--- src/rtl/booth_pp_if.sv ---
// Handshake bundle between the Booth encoder (rows in) and the consumer of
// the finished 32-bit product (product out).
interface booth_pp_if;
  logic        pp_valid;
  logic        pp_ready;
  logic [16:0] pp_data;
  logic        pp_neg;
  logic        prod_valid;
  logic        prod_ready;
  logic [31:0] product;

  modport master (
    output pp_valid, pp_data, pp_neg, prod_ready,
    input  pp_ready, prod_valid, product
  );

  modport slave (
    input  pp_valid, pp_data, pp_neg, prod_ready,
    output pp_ready, prod_valid, product
  );
endinterface

--- src/rtl/booth_pp_accumulator.sv ---
// Sums NPP radix-4 Booth partial-product rows, each weighted by 4^idx,
// into one signed 32-bit product and hands it off over a valid/ready pair.
module booth_pp_accumulator #(
  parameter int unsigned NPP = 8
) (
  input  logic     clk,
  input  logic     rst,
  input  logic     clr,
  booth_pp_if.slave bus
);

  localparam int unsigned IDX_W = 3;
  localparam int unsigned ACC_W = 32;
  localparam int unsigned PP_W  = 17;
  localparam int unsigned EXT_W = ACC_W - PP_W;
  localparam logic [IDX_W-1:0] LAST_IDX = IDX_W'(NPP - 1);
  localparam bit MULTI_ROW = (NPP > 1);

  typedef enum logic [1:0] {IDLE, ACCUM, DONE} state_e;

  state_e             state_q, state_d;
  logic [IDX_W-1:0]   idx_q, idx_d;
  logic [ACC_W-1:0]   acc_q, acc_d;
  logic               pp_ready_q;
  logic               prod_valid_q;
  logic               accept_c;
  logic [ACC_W-1:0]   row_base_c;
  logic [ACC_W-1:0]   row_term_c;

  // Sign-extended row plus its negation bit, shifted to weight 4^idx.
  assign accept_c   = bus.pp_valid && pp_ready_q;
  assign row_base_c = {{EXT_W{bus.pp_data[PP_W-1]}}, bus.pp_data} + ACC_W'(bus.pp_neg);
  assign row_term_c = row_base_c << {idx_q, 1'b0};

  // Next-state, row counter and accumulator update.
  always_comb begin
    state_d = state_q;
    idx_d   = idx_q;
    acc_d   = acc_q;
    case (state_q)
      IDLE: begin
        idx_d = '0;
        if (accept_c) begin
          acc_d = row_term_c;
          if (MULTI_ROW) begin
            state_d = ACCUM;
            idx_d   = IDX_W'(1);
          end else begin
            state_d = DONE;
          end
        end
      end
      ACCUM: begin
        if (accept_c) begin
          acc_d = acc_q + row_term_c;
          if (idx_q == LAST_IDX) begin
            state_d = DONE;
            idx_d   = '0;
          end else begin
            idx_d = idx_q + IDX_W'(1);
          end
        end
      end
      DONE: begin
        if (bus.prod_ready) begin
          state_d = IDLE;
          idx_d   = '0;
        end
      end
      default: begin
        state_d = IDLE;
        idx_d   = '0;
        acc_d   = '0;
      end
    endcase
    // Flush wins over any beat arriving on the same edge.
    if (clr) begin
      state_d = IDLE;
      idx_d   = '0;
      acc_d   = '0;
    end
  end

  always_ff @(posedge clk) begin
    if (rst) begin
      state_q      <= IDLE;
      idx_q        <= '0;
      acc_q        <= '0;
      pp_ready_q   <= 1'b1;
      prod_valid_q <= 1'b0;
    end else begin
      state_q      <= state_d;
      idx_q        <= idx_d;
      acc_q        <= acc_d;
      pp_ready_q   <= (state_d != DONE);
      prod_valid_q <= (state_d == DONE);
    end
  end

  assign bus.pp_ready   = pp_ready_q;
  assign bus.prod_valid = prod_valid_q;
  assign bus.product    = acc_q;

endmodule

--- src/flat_wrapper.sv ---
// flat-port wrapper written by rule: the top's interface ports become plain ports
module booth_pp_accumulator_flat 
#(
  parameter int unsigned NPP = 8
)
  (clk, rst, clr, bus_pp_valid, bus_pp_data, bus_pp_neg, bus_prod_ready, bus_pp_ready, bus_prod_valid, bus_product);
  booth_pp_if bus_i ();
  input  logic clk;
  input  logic rst;
  input  logic clr;
  input wire logic [$bits(bus_i.pp_valid)-1:0] bus_pp_valid;
  input wire logic [$bits(bus_i.pp_data)-1:0] bus_pp_data;
  input wire logic [$bits(bus_i.pp_neg)-1:0] bus_pp_neg;
  input wire logic [$bits(bus_i.prod_ready)-1:0] bus_prod_ready;
  output wire logic [$bits(bus_i.pp_ready)-1:0] bus_pp_ready;
  output wire logic [$bits(bus_i.prod_valid)-1:0] bus_prod_valid;
  output wire logic [$bits(bus_i.product)-1:0] bus_product;
  assign bus_i.pp_valid = bus_pp_valid;
  assign bus_i.pp_data = bus_pp_data;
  assign bus_i.pp_neg = bus_pp_neg;
  assign bus_i.prod_ready = bus_prod_ready;
  assign bus_pp_ready = bus_i.pp_ready;
  assign bus_prod_valid = bus_i.prod_valid;
  assign bus_product = bus_i.product;
  booth_pp_accumulator #(.NPP(NPP)) u_core (.clk(clk), .rst(rst), .clr(clr), .bus(bus_i));
endmodule
--- config.mk ---
export PLATFORM = sky130hd
export DESIGN_NAME = booth_pp_accumulator_flat
export DESIGN_NICKNAME = d
export VERILOG_FILES = /design/src/rtl/booth_pp_if.sv /design/src/rtl/booth_pp_accumulator.sv /design/src/flat_wrapper.sv
export SDC_FILE = /design/constraint.sdc
export NUM_CORES = 1
export LEC_CHECK = 0
export BUFFER_PORTS_ARGS = -buffer_cell sky130_fd_sc_hd__buf_2
export CORE_ASPECT_RATIO = 0.75
export CORE_MARGIN = 2
export CORE_UTILIZATION = 60
export DETAILED_ROUTE_END_ITERATION = 10
export PLACE_DENSITY_LB_ADDON = 0.25
export SYNTH_ARGS = -nofsm -noshare
export SYNTH_HDL_FRONTEND = slang
export SYNTH_SLANG_ARGS = --single-unit
--- constraint.sdc ---
create_clock -name clk -period 6.28 [get_ports clk]
set_input_delay 1.256 -clock clk [delete_from_list [all_inputs] [get_ports clk]]
set_output_delay 1.256 -clock clk [all_outputs]
set_load 0.05 [all_outputs]
* After elaboration in Yosys (flattened, before gate mapping)
Index checks and enable logic that the tools add are counted.
** Storage, ports and cells
- Register bits :: 39
- Latch bits :: 0
- Memory bits (writable) :: 0
- Bits in read-only memories :: 0
- Input port bits :: 23
- Output and inout bits :: 34
- Memories kept :: 0
** Cells by class
- $add $sub $neg :: 3
- Multipliers :: 0
- Divide/modulo/power cells :: 0
- $lt $le $gt $ge :: 0
- Eq/ne operators :: 8
- Shift operators :: 1
- Multiplexer cells :: 14
- Bitwise logic cells :: 1
- Reduce and logical (&&, ||, !) cells :: 5
** Operators with widths (count)
- $pmux W32 S3 :: 1
- $mux W32 :: 2
- $add A32 B32 Y32 :: 1
- $shl A32 B4 Y32 :: 1
- $add A17 B2 Y18 :: 1
- $mux W2 :: 5
- $mux W3 :: 3
- $pmux W3 S3 :: 1
- $pmux W2 S3 :: 1
- $eq A2 B2 Y1 const B :: 2
- $ne A2 B1 Y1 const B :: 2
- $ne A2 B2 Y1 const B :: 2
- $add A3 B1 Y3 const B :: 1
- $eq A3 B3 Y1 const B :: 1
- $reduce_and A3 Y1 :: 1
- $eq A2 B1 Y1 const B :: 1
- $logic_not A2 Y1 :: 1
- $reduce_and A2 Y1 :: 1
- $reduce_or A2 Y1 :: 1
- $logic_and A1 B1 Y1 :: 1
- $mux W1 :: 1
- $not A1 Y1 :: 1

* Logic depth before layout (Yosys ltp)
Gate-level depths: netlist of the first run.
- Word-level depth :: 6
- Depth in mapped cells :: 18
- Depth with buffers taken out :: 17

* Worst setup path before layout of the first run
No wires, ideal clock.
- Path type :: in2reg
- Start point :: input port bus_pp_neg
- End point :: register u_core.acc_q[21], in the netlist u_core.bus.product[21]
- Library setup time :: 0.122 ns
- Arrival time :: 4.746 ns
- Required time :: 6.158 ns
- Setup slack :: 1.412 ns
- Stages on the path :: 18
- Path through :: ha_1 > ha_1 > nand4_4 > nor3_1 > nand2_1 > o311ai_0 > mux2i_1 > mux2_2 > ha_1 > clkbuf_1 > a21oi_1 > o21ai_1 > a221oi_1 > o221ai_2 > a211oi_2 > nor2_1 > xor2_1 > a221o_1
** Between the ends
- Cells in the longest elaborated chain, start to end :: 5
- Elaborated cells between the ends (all ways) :: 6
- Those cells by class :: 2 x add/sub; 1 x shift; 3 x mux
** RTL lines
- start, declared :: RTL line flat_wrapper.sv:13 : input wire logic [$bits(bus_i.pp_neg)-1:0] bus_pp_neg;
- $add A17 B2 Y18 * :: RTL line booth_pp_accumulator.sv:32 : assign row_base_c = {{EXT_W{bus.pp_data[PP_W-1]}}, bus.pp_data} + ACC_W'(bus.pp_neg);
- $shl A32 B4 Y32 * :: RTL line booth_pp_accumulator.sv:33 : assign row_term_c = row_base_c << {idx_q, 1'b0};
- $add A32 B32 Y32 :: RTL line booth_pp_accumulator.sv:55 : acc_d = acc_q + row_term_c;
- $mux W32 :: RTL line booth_pp_accumulator.sv:54 : if (accept_c) begin
- $pmux W32 S3 * :: RTL line booth_pp_accumulator.sv:40 : case (state_q)
- end signal, assigned :: RTL line booth_pp_accumulator.sv:88 : acc_q <= '0;
- end signal, assigned :: RTL line booth_pp_accumulator.sv:94 : acc_q <= acc_d;
- end, declared :: RTL line booth_pp_accumulator.sv:23 : logic [ACC_W-1:0] acc_q, acc_d;
Every way passes the cells marked *; elsewhere a longest branch is shown, timed or not. The select of a mux whose other input is x is not followed.
A chain may end at the register's enable or synchronous reset.

* Final worst setup path of the first run
Same ends and word-level chain as after synthesis.

==> impl_metrics.tcl, run 1 <==
set metrics [dict create \
    fp.dieH_um 80.0 \
    critical-path-max-stage-delay_ns 0.39 \
    synth_seq_area_share_pct 16.9 \
    power_density_mw_per_mm2 155 \
    final_common_cell "nand2_1" \
    r2r_slack_ns 2.19 \
    hpwlAfterDp_um 10700 \
    critPathTopFamily "compound AO/OA/AOI/OAI gates" \
    setup_viol 0 \
    chipWidth_um 105 \
    die_area_sq_mm 0.00842 \
    hold_violations 0 \
    min_path_type "reg2reg" \
    grt_pass1_vias 4493 \
    fmax_mhz 194 \
    clkLatencyLatePin_ns 0.32 \
    endpoint "u_core.bus.product[21]" \
    drtAntennaViolNets 0 \
    cts_num_sinks 39 \
    synthCells 621 \
    r2r_cells 14 \
    synth-seq-cells 39 \
    synth_top_family_by_area "compound AO/OA/AOI/OAI gates" \
    status "complete, no violations" \
    grt_use_total_pct 34.2 \
    endpoint_kind "flip-flop" \
    synthMuxAreaShare_pct 6.47 \
    route.final.wire_length_um 14200 \
    drv_cap 0 \
    critical_path.cell_chain "buf_2, ha_1, ha_1, nand4_4, nor3_1, nand2_1, o311ai_0, mux2i_1, mux2_2, ha_1, a21oi_1, o21ai_1, a221oi_1, o221ai_2, a211oi_2, nor2_1, xor2_1, a221o_1" \
    cts_tree "done" \
    wl_per_cell_um 18.8 \
    slew_violations 0 \
    worstMarginPinSlew_ns 1.13 \
    cts-root-buf "clkbuf_8" \
    gp_congestion 1.01 \
    avgSynthCellArea_sq_um 7.44 \
    syn_area_sq_mm 0.00462 \
    rsz0062_at_grt "false" \
    start_kind "input pin" \
    peakVddDrop_mv 0.126 \
    grt_overflow_total 0 \
    initial_core_util_pct 62.4 \
    setup-tns-final_ns 0 \
    antenna_found_initial 0 \
    r2r-end "u_core.bus.product[21]" \
    static-leakage-power_nw 2.12 \
    cp_num_buf_inv 1 \
    synth_enable_flop_cells 0 \
    diodes 0 \
    cts_resized 0 \
    synth_nets 681 \
    path_class "in2reg" \
    synth_xor_area_share_pct 6.83 \
    route.detailed.drc 0 \
    route.vias.total 5068 \
    skew_ns 0.0137 \
    post_cts_buffers 0 \
    ys_async_sr_fraction_pct 0 \
    crit_fanout 10 \
    grt_max_degree 39 \
    cts_buffer_depth 2 \
    drt-pass1-iter-count 6 \
    synth_cell_types 73 \
    synth_compound_area_share_pct 30.1 \
    io_pins 57 \
    arrival_ns 5.36 \
    nNetsFinal 714 \
    port_buffers 56 \
    crit_top_cell "ha_1" \
    fin_crit_ns 5.14 \
    htreeDepth 2 \
    cp.required_ns 6.50 \
    avgViaCountPerCell 6.70 \
    yosys_warnings 0 \
    cts_buffers 5 \
    hold_buffers 0 \
    synth_simple_gate_area_share_pct 25.2 \
    slew-limit-headroom_pct 24.3 \
    cts.reportedPaths.clkPinSlew_ns 0.09 \
    critPathLaunch "bus_pp_neg" \
    area_growth_pct 8.97 \
    crit_slowest_cell "a221oi_1" \
    synthAdderAreaFrac_pct 10.2 \
    layout_common_cells "nand2_1, buf_2, nor2_1" \
    place_ws_ns 0.825 \
    synth_ff_type "dfxtp_1" \
    cp_num_cells 18 \
    placementRows 27 \
    grt_pass1_wl_um 22900 \
    drive_gt1_share_pct 15.1 \
    reg2reg_from "u_core.idx_q[0]" \
    drt-initial-drc-count 441 \
    fin_crit_sh_pct 81.9 \
    core_area_sq_mm 0.00740 \
    worst_slack_ns 1.14 \
]
## worst min path at each step
stage / start / endpoint / slack [ns] / cells after the start
final: u_core.bus.product[7] / u_core.bus.product[7] / 0.50 / 2
after global routing: u_core.bus.product[7] / u_core.bus.product[7] / 0.53 / 2
after CTS: u_core.bus.product[7] / u_core.bus.product[7] / 0.50 / 2
after detailed placement: u_core.bus.product[7] / u_core.bus.product[7] / 0.48 / 2
after global placement: u_core.bus.product[7] / u_core.bus.product[7] / 0.48 / 2
after floorplan: u_core.idx_q[2] / u_core.idx_q[2] / 0.64 / 3
## synthesized netlist by cell type, types with 4 or more instances
library cell  number  share of area, %
nand2b_1           7              0.95
mux2_2             6               1.5
o211ai_1           5              0.81
inv_1             14               1.1
a221o_1            5               1.1
mux2i_1           15               3.3
a211oi_1          10               1.6
a22oi_1           13               2.1
nand3_1           20               2.2
a221oi_1           8               1.5
nor4_1             5              0.68
nor2_1            53               4.3
xor2_1            12               2.3
nor3_1            23               2.5
ha_1              36               9.8
a21o_1            10               1.6
clkbuf_1          28               2.3
o22ai_1           10               1.4
nor2b_1            7              0.95
and2_1             9               1.2
nand4_1            8               1.1
a21oi_1           51               5.5
nand2_1           58               4.7
o21a_1             7               1.1
dfxtp_1           39                17
o21ai_1            4              0.43
buf_2              4              0.43
xnor2_1           24               4.6
o21ai_0           35               3.8
a31oi_1           14               1.9
and3_1            12               1.6
## area by class of cell
| type | count | area (sq um) |
|---|---|---|
| timing repair buffer | 62 | 325 |
| sequential | 39 | 781 |
| clock buffer | 8 | 100 |
| tap | 101 | 126 |
| inverter | 15 | 56.3 |
| fill | 668 | 2360 |
| multi-input combinational | 531 | 3640 |
## metal layers
metal | track usage, % | routed length (um)
met5 | 0 | 0
met4 | 10.3 | 296
met3 | 7.10 | 1490
met2 | 53.1 | 6070
met1 | 47.7 | 6360
## logic make-up (layout without fill, tap and decap cells)
| logic type | Yosys count | after routing |
|---|---|---|
| xor+xnor | 36 | 36 |
| simple gates | 226 | 226 |
| fa+ha+maj | 37 | 37 |
| compound gates | 207 | 207 |
| flops | 39 | 39 |
| mux | 25 | 25 |
| buf+inv | 51 | 85 |
## stage by stage
stage | power, mW | area (sq um) | cells | hold slack (ns) | util [%]
after global routing | 0.817 | 5030 | 756 | 0.531 | 68.0
after CTS | 0.772 | 5030 | 756 | 0.495 | 68.0
final | 0.780 | 5030 | 756 | 0.495 | 68.0
after floorplan | 0.501 | 4620 | 621 | 0.637 | -
after global placement | 0.568 | 4930 | 748 | 0.483 | 66.7
after detailed placement | 0.573 | 4930 | 748 | 0.481 | 66.7
## flip-flops by register name, indices dropped and copies added, names as in the netlist
signal / flops
u_core.bus.pp_ready: 1
u_core.bus.product: 32
u_core.idx_q: 3
u_core.state_q: 2
u_core.bus.prod_valid: 1
## power breakdown
part           total [mW]  leakage (nW)  switching [mW]  internal (mW)
registers           0.267         0.318          0.0105          0.257
logic               0.310          1.75           0.201          0.109
clock network       0.203        0.0515           0.102          0.100
## worst register-to-register path, stage by stage (launching register included)
cell      delay [ns]
dfxtp_1         0.31
buf_4           0.34
nor2_1          0.11
a221oi_1        0.51
a21boi_0        0.17
a21oi_1         0.27
ha_1            0.34
a21oi_1         0.22
a21oi_1         0.18
a311oi_4        0.43
o221ai_2        0.25
a211oi_2        0.35
nor2_1          0.08
xor2_1          0.14
a221o_1         0.29
(Power assumes the default switching activity.)
==> inputs of run 2 (changes only) <==
CORE_UTILIZATION = 54   (was 60)
clock period = 4.65 ns   (was 6.28 ns; I/O delays follow)
==> run 2 against run 1 <==
Combinational power increased by 58%. Hold slack improved by 0.0011 ns. Global-route usage decreased by 2.4 points. Die area grew 11%. Total power is 58% higher. Via count up 7.2%. Count of clock-buffer cells in the layout did not move. Clock power rose by 88%. Largest cell class unchanged.
==> impl_metrics.tcl, run 2 (same netlist as run 1, synthesis figures left out) <==
set metrics [dict create \
    status "complete, no violations" \
    grt_use_total_pct 31.8 \
    r2r_cells 13 \
    rsz0062_at_grt "true" \
    r2r-end "u_core.bus.product[30]" \
    min_path_type "reg2reg" \
    initial_core_util_pct 55.1 \
    diodes 0 \
    r2r_slack_ns 0.79 \
    avgViaCountPerCell 6.51 \
    routed-wl-met2_um 7060 \
    met3_wirelength_um 1460 \
    cp_num_buf_inv 3 \
    drt-initial-drc-count 453 \
    arrival_ns 4.67 \
    die_area_sq_mm 0.00932 \
    nFillCells 684 \
    multi_input_area_sq_mm 0.00378 \
    clkLatencyLatePin_ns 0.30 \
    area_growth_pct 24.6 \
    critPathLaunch "bus_pp_neg" \
    route.detailed.drc 0 \
    cts_tree "done" \
    dp.cells 824 \
    antenna_found_initial 0 \
    cts-root-buf "clkbuf_16" \
    fin_crit_ns 4.49 \
    drv_cap 0 \
    cts_num_sinks 39 \
    skew_ns 0.00724 \
    path_class "in2reg" \
    route.vias.total 5431 \
    highest_layer "met4" \
    hold_path_end "u_core.bus.product[18]" \
    hold_buffers 0 \
    grt_overflow_total 0 \
    fmax_mhz 223 \
    worstMarginPinSlew_ns 1.01 \
    setup_viol 0 \
    reg2reg_from "u_core.idx_q[0]" \
    grt_pass1_vias 4779 \
    fin_crit_sh_pct 96.6 \
    final_area_sq_mm 0.00576 \
    cts.reportedPaths.clkPinSlew_ns 0.06 \
    placementRows 29 \
    finalNonFillerCells 834 \
    cts_buffers 5 \
    crit_slowest_cell "or4_1" \
    power_density_mw_per_mm2 215 \
    htreeDepth 2 \
    final_common_cell "buf_4" \
    io_pins 57 \
    route.final.wire_length_um 15500 \
    start_kind "input pin" \
    grt_pass1_wl_um 24100 \
    fp.dieH_um 84.1 \
    cts_buffer_depth 2 \
    gp_congestion 1.01 \
    slew_violations 0 \
    postLayoutCoreUtil_pct 68.7 \
    placed_area_sq_mm 0.00546 \
    chipWidth_um 111 \
    min_from "u_core.bus.product[18]" \
    hold_depth 2 \
    drtAntennaViolNets 0 \
    peakVddDrop_mv 0.157 \
    endpoint_kind "flip-flop" \
    core_area_sq_mm 0.00838 \
    slew-limit-headroom_pct 32.1 \
    p_total_mw 1.23 \
    critical-path-max-stage-delay_ns 0.53 \
    drive_gt1_share_pct 26.2 \
    critPathTopFamily "compound AO/OA/AOI/OAI gates" \
    grt_max_degree 26 \
    wl_per_cell_um 18.6 \
    critical_path.cell_chain "buf_2, ha_1, buf_4, nand3_1, or4_1, nor3_1, a211oi_2, mux2i_1, buf_4, o21ai_1, ha_1, a21oi_1, o21ai_0, a32oi_1, a31oi_1, a311oi_1, nor3_1, a221o_1" \
    cp.required_ns 4.83 \
    drt-pass1-iter-count 5 \
    ff_latch_area_sq_um 781 \
    port_buffers 56 \
    hold_violations 0 \
    wl_met1_um 6690 \
    largest_reg_flops 32 \
    hold_ws_ns 0.496 \
    nNetsFinal 785 \
    layout_common_cells "buf_4, nand2_1, buf_2" \
    crit_fanout 6 \
    hpwlAfterDp_um 11900 \
    static-leakage-power_nw 2.53 \
]
==> run 2: where the power goes <==
part | internal [mW] | switching (mW) | total [mW]
Sequential | 0.347 | 0.0164 | 0.364
Combinational | 0.199 | 0.292 | 0.490
Clock | 0.229 | 0.152 | 0.381
Total | 0.775 | 0.460 | 1.23
==> run 2: final cells by class <==
type | instances | area share [%]
multi-input cells | 532 | 65.6
well taps | 108 | 2.35
repair buffers | 132 | 14.8
clock buffers | 8 | 2.72
flip-flops and latches | 39 | 13.6
inverters | 15 | 0.978
==> run 2: worst max path at each step <==
stage | depth (start not counted) | to | slack [ns]
floorplan | 18 | u_core.bus.product[21] | 0.11
CTS | 19 | u_core.bus.product[21] | 0.09
global placement | 18 | u_core.bus.product[21] | -0.09
global route | 21 | u_core.bus.product[25] | -0.02
detailed placement | 18 | u_core.bus.product[21] | -0.31
finish | 18 | u_core.bus.product[30] | 0.16
==> run 2: through the flow <==
step	setup slack, ns	TNS, ns
after detailed placement	-0.313	-1.74
after global routing	-0.0184	-0.0310
final	0.160	0
after floorplan	0.108	0
after CTS	0.0897	0
after global placement	-0.0924	-0.375
==> run 2: per-layer routing <==
layer  track usage, %  vias up
met2             51.8      271
li1                 -     2546
met5                0        -
met1             43.5     2581
met3             5.95       33
met4             8.64        0
==> run 2: what timing repair did <==
item / 4_1_cts / 5_1_grt
setup endpoints to repair: 1 / 12
gates cloned: 0 / 1
pin swaps: 0 / 3
resized for setup: 1 / 24
setup buffers: 0 / 1
==> run 2: worst register-to-register path, stage by stage, from the launching register on <==
cell,delay (ns)
dfxtp_1,0.67
buf_4,0.34
mux2i_1,0.28
mux2i_1,0.14
mux2i_2,0.28
ha_1,0.31
buf_4,0.16
and3_1,0.21
nand4_1,0.18
nand4_1,0.19
a211o_1,0.32
a311oi_1,0.28
nor3_1,0.11
a221o_1,0.28
==> inputs of run 3 (changes only) <==
CORE_UTILIZATION = 45   (was 54)
CTS_CLUSTER_SIZE = 30   (was unset)
SLEW_MARGIN = 20   (was unset)
==> run 3 against run 2 <==
Critical path depth rose by 1. Design area rose by 2.6%. Utilization fell by 8.5 points. Non-clock buffer count rose by 11. Hold slack barely moved. Register-to-register slack got worse by 0.06 ns. Combinational power rose by 3%. Clock power fell by 5.2%. Flip-flop and latch count did not move. Global-route usage fell by 4.2 points. Sequential share of layout area fell by 0.34 points. Wire length rose by 1.7%. Largest power group unchanged.
==> impl_metrics.tcl, run 3 (same netlist as run 1, synthesis figures left out) <==
set metrics [dict create \
    status "complete, no violations" \
    postLayoutCoreUtil_pct 60.2 \
    die_area_sq_mm 0.0111 \
    route.final.wire_length_um 15800 \
    power_density_mw_per_mm2 208 \
    fp.dieH_um 91.7 \
    min_path_type "reg2reg" \
    r2r-end "u_core.bus.product[30]" \
    met2_usage_pct 42.5 \
    hold_depth 2 \
    io_pins 57 \
    hold_path_end "u_core.bus.product[7]" \
    cts_buffers 5 \
    p_total_mw 1.23 \
    slew-limit-headroom_pct 40.7 \
    reg2reg_from "u_core.idx_q[0]" \
    r2r_cells 14 \
    diodes 0 \
    drt-pass1-iter-count 6 \
    fin_crit_sh_pct 98.8 \
    port_buffers 56 \
    final_common_cell "buf_4" \
    drtAntennaViolNets 0 \
    grt_use_total_pct 27.6 \
    initial_core_util_pct 47.1 \
    min_from "u_core.bus.product[7]" \
    route.detailed.drc 0 \
    htreeDepth 2 \
    met1_usage_pct 38.5 \
    fin_crit_ns 4.59 \
    gp_congestion 0.933 \
    setup-tns-final_ns 0 \
    static-leakage-power_nw 2.60 \
    core_area_sq_mm 0.00981 \
    cts_buffer_depth 2 \
    drive_gt1_share_pct 28.1 \
    cts_tree "done" \
    final_area_sq_mm 0.00591 \
    grt_pass1_wl_um 24500 \
    gr-usage-met3_pct 5.04 \
    grt_pass1_vias 4852 \
    clkLatencyLatePin_ns 0.30 \
    largest_reg_flops 32 \
    endpoint_kind "flip-flop" \
    placed_area_sq_mm 0.00554 \
    cts.reportedPaths.clkPinSlew_ns 0.06 \
    cp.required_ns 4.84 \
    grt_max_degree 26 \
    drv_cap 0 \
    nNetsFinal 796 \
    chipWidth_um 121 \
    hold_buffers 0 \
    setup_viol 0 \
    fmax_mhz 218 \
    layout_common_cells "buf_4, nand2_1, buf_2" \
    avgViaCountPerCell 6.25 \
    crit_fanout 4 \
    cts_num_sinks 39 \
    skew_ns 0.00894 \
    arrival_ns 4.78 \
    top_usage_layer "met2" \
    drt-initial-drc-count 446 \
    antenna_found_initial 0 \
    hold_violations 0 \
    area_growth_pct 27.9 \
    start_kind "input pin" \
    worstMarginPinSlew_ns 0.886 \
    route.vias.total 5424 \
    grt_overflow_total 0 \
    path_class "in2reg" \
    worst_slack_ns 0.0566 \
    finalNonFillerCells 868 \
    nFillCells 868 \
    peakVddDrop_mv 0.170 \
    place_ws_ns -0.377 \
    placementRows 31 \
    dp.cells 855 \
    r2r_slack_ns 0.73 \
    hold_ws_ns 0.496 \
    wl_per_cell_um 18.2 \
    slew_violations 0 \
    hpwlAfterDp_um 12000 \
    cts-root-buf "clkbuf_16" \
]
[run 3: cell count changes in the layout (fill, tap and decap cells not counted), sizes merged]
cell	before	now
clkbuf	8	6
buf	132	143
clkinv	1	2
[run 3: critical path: stages]
cell and delay [ns]:
buf_2 0.08, ha_1 0.21, buf_4 0.14, nand4_1 0.21, o31a_1 0.36, nor3_1 0.22
a21oi_2 0.09, buf_4 0.15, mux2i_2 0.24, mux2i_2 0.15, ha_1 0.27, a21oi_1 0.17
o21ai_1 0.14, a221oi_2 0.41, o221ai_4 0.19, a211oi_2 0.27, nor2_1 0.10, xor2_1 0.15
a221o_1 0.30
[run 3: final cells by class]
class / instances / area (sq um) / share of cell area [%]
tap: 132 / 165 / 2.80
inverter: 15 / 56.3 / 0.953
timing repair buffer: 143 / 933 / 15.8
clock inverter: 1 / 5.00 / 0.0847
clock buffer: 6 / 139 / 2.35
multi-input combinational: 532 / 3830 / 64.8
sequential: 39 / 781 / 13.2
[run 3: worst max path at each step]
stage | startpoint | endpoint | cells after the start
after floorplan | bus_pp_neg | u_core.bus.product[21] | 18
after global placement | bus_pp_neg | u_core.bus.product[21] | 18
after detailed placement | bus_pp_neg | u_core.bus.product[21] | 18
after CTS | bus_pp_neg | u_core.bus.product[21] | 19
after global routing | bus_pp_neg | u_core.bus.product[21] | 18
final | bus_pp_neg | u_core.bus.product[21] | 19
[run 3: repair_timing]
action                                  4_1_cts  5_1_grt
cloned                                        0        1
endpoints found under the setup margin        1       12
gates resized for setup                       1       34
pin swaps                                     0       13
buffers inserted                              0        5
[run 3: where the power goes]
part           leakage, nW  internal, mW  total, mW  switching [mW]
logic                 2.21         0.207      0.505           0.298
registers            0.318         0.347      0.361          0.0133
clock network       0.0727         0.210      0.361           0.151
[run 3: metal layers]
metal  share of wire [%]  routed length, um  vias to the layer above
met3                  10               1600                       37
met2                  44               6900                      272
met1                  43               6860                     2535
met5                   0                  0                        -
met4                 2.6                415                        0
li1                    -                  -                     2580
